===== config.mk =====
export PLATFORM = sky130hd
export DESIGN_NAME = pc_block
export DESIGN_NICKNAME = d
export VERILOG_FILES = /design/src/rtl/pc_block.sv
export SDC_FILE = /design/constraint.sdc
export NUM_CORES = 1
export LEC_CHECK = 0
export ABC_AREA = 0
export ABC_CLOCK_PERIOD_IN_PS = 3200
export BUFFER_PORTS_ARGS = -buffer_cell sky130_fd_sc_hd__buf_2
export CAP_MARGIN = 30
export CORE_ASPECT_RATIO = 0.75
export CORE_MARGIN = 5
export CORE_UTILIZATION = 44
export DETAILED_ROUTE_END_ITERATION = 7
export GPL_TIMING_DRIVEN = 1
export PLACE_DENSITY = 0.87
export SETUP_SLACK_MARGIN = 0.5
export SYNTH_ARGS = -nofsm -noshare
export SYNTH_HDL_FRONTEND = slang
export SYNTH_SLANG_ARGS = --single-unit

===== constraint.sdc =====
create_clock -name clk -period 3.2 [get_ports clk]
set_input_delay 0.32 -clock clk [delete_from_list [all_inputs] [get_ports clk]]
set_output_delay 0.32 -clock clk [all_outputs]
set_load 0.03 [all_outputs]

===== src/rtl/pc_block.sv =====
// Program-counter register for the single-cycle RISC-V core, with a PC+4 output.
// Define PC_ALIGN_CHECK_EN to force word alignment and flag misaligned targets.
`timescale 1ns/1ps
module pc_block #(
   parameter int unsigned     XLEN       = 32,
   parameter logic [XLEN-1:0] RESET_ADDR = '0
) (
   input  logic            clk,
   input  logic            rst,
   input  logic [XLEN-1:0] next_addr,
   output logic [XLEN-1:0] curr_addr,
   output logic [XLEN-1:0] pc_plus4,
   output logic            pc_valid,
   output logic            misaligned
);

   logic [XLEN-1:0] load_addr;

`ifdef PC_ALIGN_CHECK_EN
   assign load_addr = {next_addr[XLEN-1:2], 2'b00};

   always_ff @(posedge clk) begin
      if (rst) begin
         misaligned <= 1'b0;
      end else begin
         misaligned <= (next_addr[1:0] != 2'b00);
      end
   end
`else
   assign load_addr  = next_addr;
   assign misaligned = 1'b0;
`endif

   always_ff @(posedge clk) begin
      if (rst) begin
         curr_addr <= RESET_ADDR;
         pc_valid  <= 1'b0;
      end else begin
         curr_addr <= load_addr;
         pc_valid  <= 1'b1;
      end
   end

   // The carry out of the adder is dropped, so the top word wraps to zero.
   assign pc_plus4 = curr_addr + XLEN'(4);

endmodule


==> impl_metrics.json <==
{
  "crit_arrival_ps": 2150,
  "synthCells": 154,
  "crit_required_ps": 2880,
  "setup.worst_path.class": "reg2out",
  "ys_types": 22,
  "synth.area.top_cells": "dfxtp_1 45%, nor2b_1 14%, xnor2_1 13%, xor2_1 4.2%, nand4_1 3.8%",
  "drc_errors": 0,
  "crit_fanout": 8,
  "syn_avg_cell_area_sq_um": 9.53,
  "async_flop_share_pct": 0,
  "h-tree-depth": 2,
  "cts-root-buf": "clkbuf_8",
  "grt_max_degree": 34,
  "dp.cells": 286,
  "synth_commonest_cells": "33 x dfxtp_1, 32 x nor2b_1, 21 x xnor2_1, 10 x nand2_1, 10 x nand3_1",
  "p_clk_share_pct": 33.7,
  "areaGrowthSynthToFinish_pct": 41.4,
  "clock_path_buffers": 2,
  "rsz0062_at_grt": "no",
  "grt_pass1_vias": 1333,
  "cts_resized": 0,
  "cts_num_sinks": 33,
  "fin_setup_tns_ps": 0,
  "synth.cell_area_sq_um": 1470,
  "ys_seq_area_share_pct": 45.0,
  "cts-buffers-inserted": 5,
  "grtUsageTotal_pct": 15.8,
  "fin_crit_sh_pct": 77.2,
  "drive_gt1_share_pct": 44.5,
  "fin_hold_ws_ps": 242,
  "max_clock_freq_ghz": 0.405,
  "routed-via-count": 1362,
  "worstMarginPinSlew_ps": 561,
  "ant_nets": 0,
  "place.gp.congestion": 0.782,
  "tritoncts": "yes",
  "dr.first_iter.drc_count": 32,
  "power.density_nw_per_um2": 475,
  "place_ws_ps": 1040,
  "cts_hold_buf": 0,
  "synth_edf_count": 0,
  "setup_viol_count_final": 0,
  "dpl_cell_area_sq_um": 1970,
  "period_needed_ps": 2470,
  "chipHeight_um": 60.0,
  "p_leak_nw": 1.04,
  "n_antenna_cell": 0,
  "synthesis.nets": 189,
  "wirelength_mm": 3.59,
  "dr.pass1.iters": 4,
  "swShare_pct": 29.7,
  "ios": 100,
  "portBuffers": 98,
  "vdd_drop_max_mv": 0.290,
  "hpwl_mm": 2.90,
  "vias_per_cell": 4.63,
  "wl_per_cell_um": 12.2,
  "ys_warn_count": 0,
  "slew_headroom_pct": 62.6,
  "die_w_um": 76.7,
  "cts_setup_buffers": 0,
  "p_sw_mw": 0.293,
  "slew_viol_final": 0,
  "seq_power_share_pct": 46.6,
  "stdcell_count": 294,
  "start_util_pct": 45.3,
  "crit_path_start_kind": "flip-flop",
  "placement_rows": 18,
  "p_comb_share_pct": 19.6,
  "fp.coreArea_sq_um": 3240,
  "finalHoldViolCount": 0,
  "path_clk_slew_ps": 60,
  "final_area_sq_um": 2080,
  "hold_path.class": "in2reg",
  "grt_pass1_wl_mm": 5.79,
  "yosysTopAreaCellShare_pct": 45.0,
  "cap_violations": 0,
  "setup_ws_ps": 728,
  "synth.largest_area_cell": "dfxtp_1",
  "outcome": "finished, final reports clean",
  "end_kind": "output port",
  "dieArea_sq_um": 4600,
  "fin_total_pwr_mw": 0.985,
  "ys.flop_type": "dfxtp_1",
  "p_int_mw": 0.693,
  "nets": 288,
  "synthMostInstantiatedCell": "dfxtp_1",
  "grt_overflow": 0,
  "synth_seq_cells": 33,
  "postLayoutCoreUtil_pct": 64.0,
  "antenna_found_initial": 0
}
[state kept, by name, indices dropped and copies added, names as in the netlist]
name / count
curr_addr: 32
pc_valid: 1
[power by group through the flow]
stage | combinational, mW | clock [mW] | sequential [mW]
final | 0.193 | 0.333 | 0.459
after global routing | 0.206 | 0.363 | 0.463
after CTS | 0.196 | 0.346 | 0.460
after detailed placement | 0.195 | 0 | 0.469
after global placement | 0.194 | 0 | 0.467
after floorplan | 0.0876 | 0 | 0.509
[area by class of cell]
type,count,area (sq um)
clock buffer,7,96.3
sequential,33,661
multi-input combinational,112,762
inverter,3,11.3
clock inverter,1,5.00
timing repair buffer,98,490
tap,40,50.0
fill,299,1170
[cell families (layout without fill, tap and decap cells)]
| logic type | Yosys count | count (layout) | share of synthesized area, % |
|---|---|---|---|
| simple gates | 82 | 82 | 34.1 |
| fa+ha+maj | 1 | 1 | 0.852 |
| buf+inv | 9 | 109 | 3.07 |
| other cells | 1 | 1 | 0.256 |
| xor+xnor | 28 | 28 | 16.7 |
| flops | 33 | 33 | 45.0 |
[final timing paths]
path,from,end,slack (ps),cells after the start
max,curr_addr[2],pc_plus4[24],730,6
min,next_addr[11],curr_addr[11],240,2
[per-layer routing]
layer	wire length, um	GRT usage [%]	vias to the layer above	part of all wire [%]
met5	0	0	-	0
li1	-	-	696	-
met2	1720	26.1	59	48
met1	1400	17.3	602	39
met4	38	6.98	0	1.1
met3	429	8.13	5	12
[critical path, cell delays in order (launching register included)]
cell,delay (ps)
dfxtp_1,410
ha_1,210
nand3_1,230
nor4_4,450
nand4_1,180
xnor2_1,170
buf_2,220
[cells in the final DEF, fill, tap and decap left out]
cell	n
clkinv_2	1
conb_1	1
nor4_4	2
nand3_2	1
xor2_1	7
xnor2_1	21
inv_1	3
nand3_1	10
nor2_1	7
or2_2	2
clkbuf_8	7
and2_1	1
ha_1	1
nor3_1	3
buf_2	98
and4_1	1
nand4_1	9
and4_2	1
nor2b_1	32
nand2_1	10
nand4_2	1
dfxtp_1	33
and3_1	2
(Power assumes the default switching activity.)
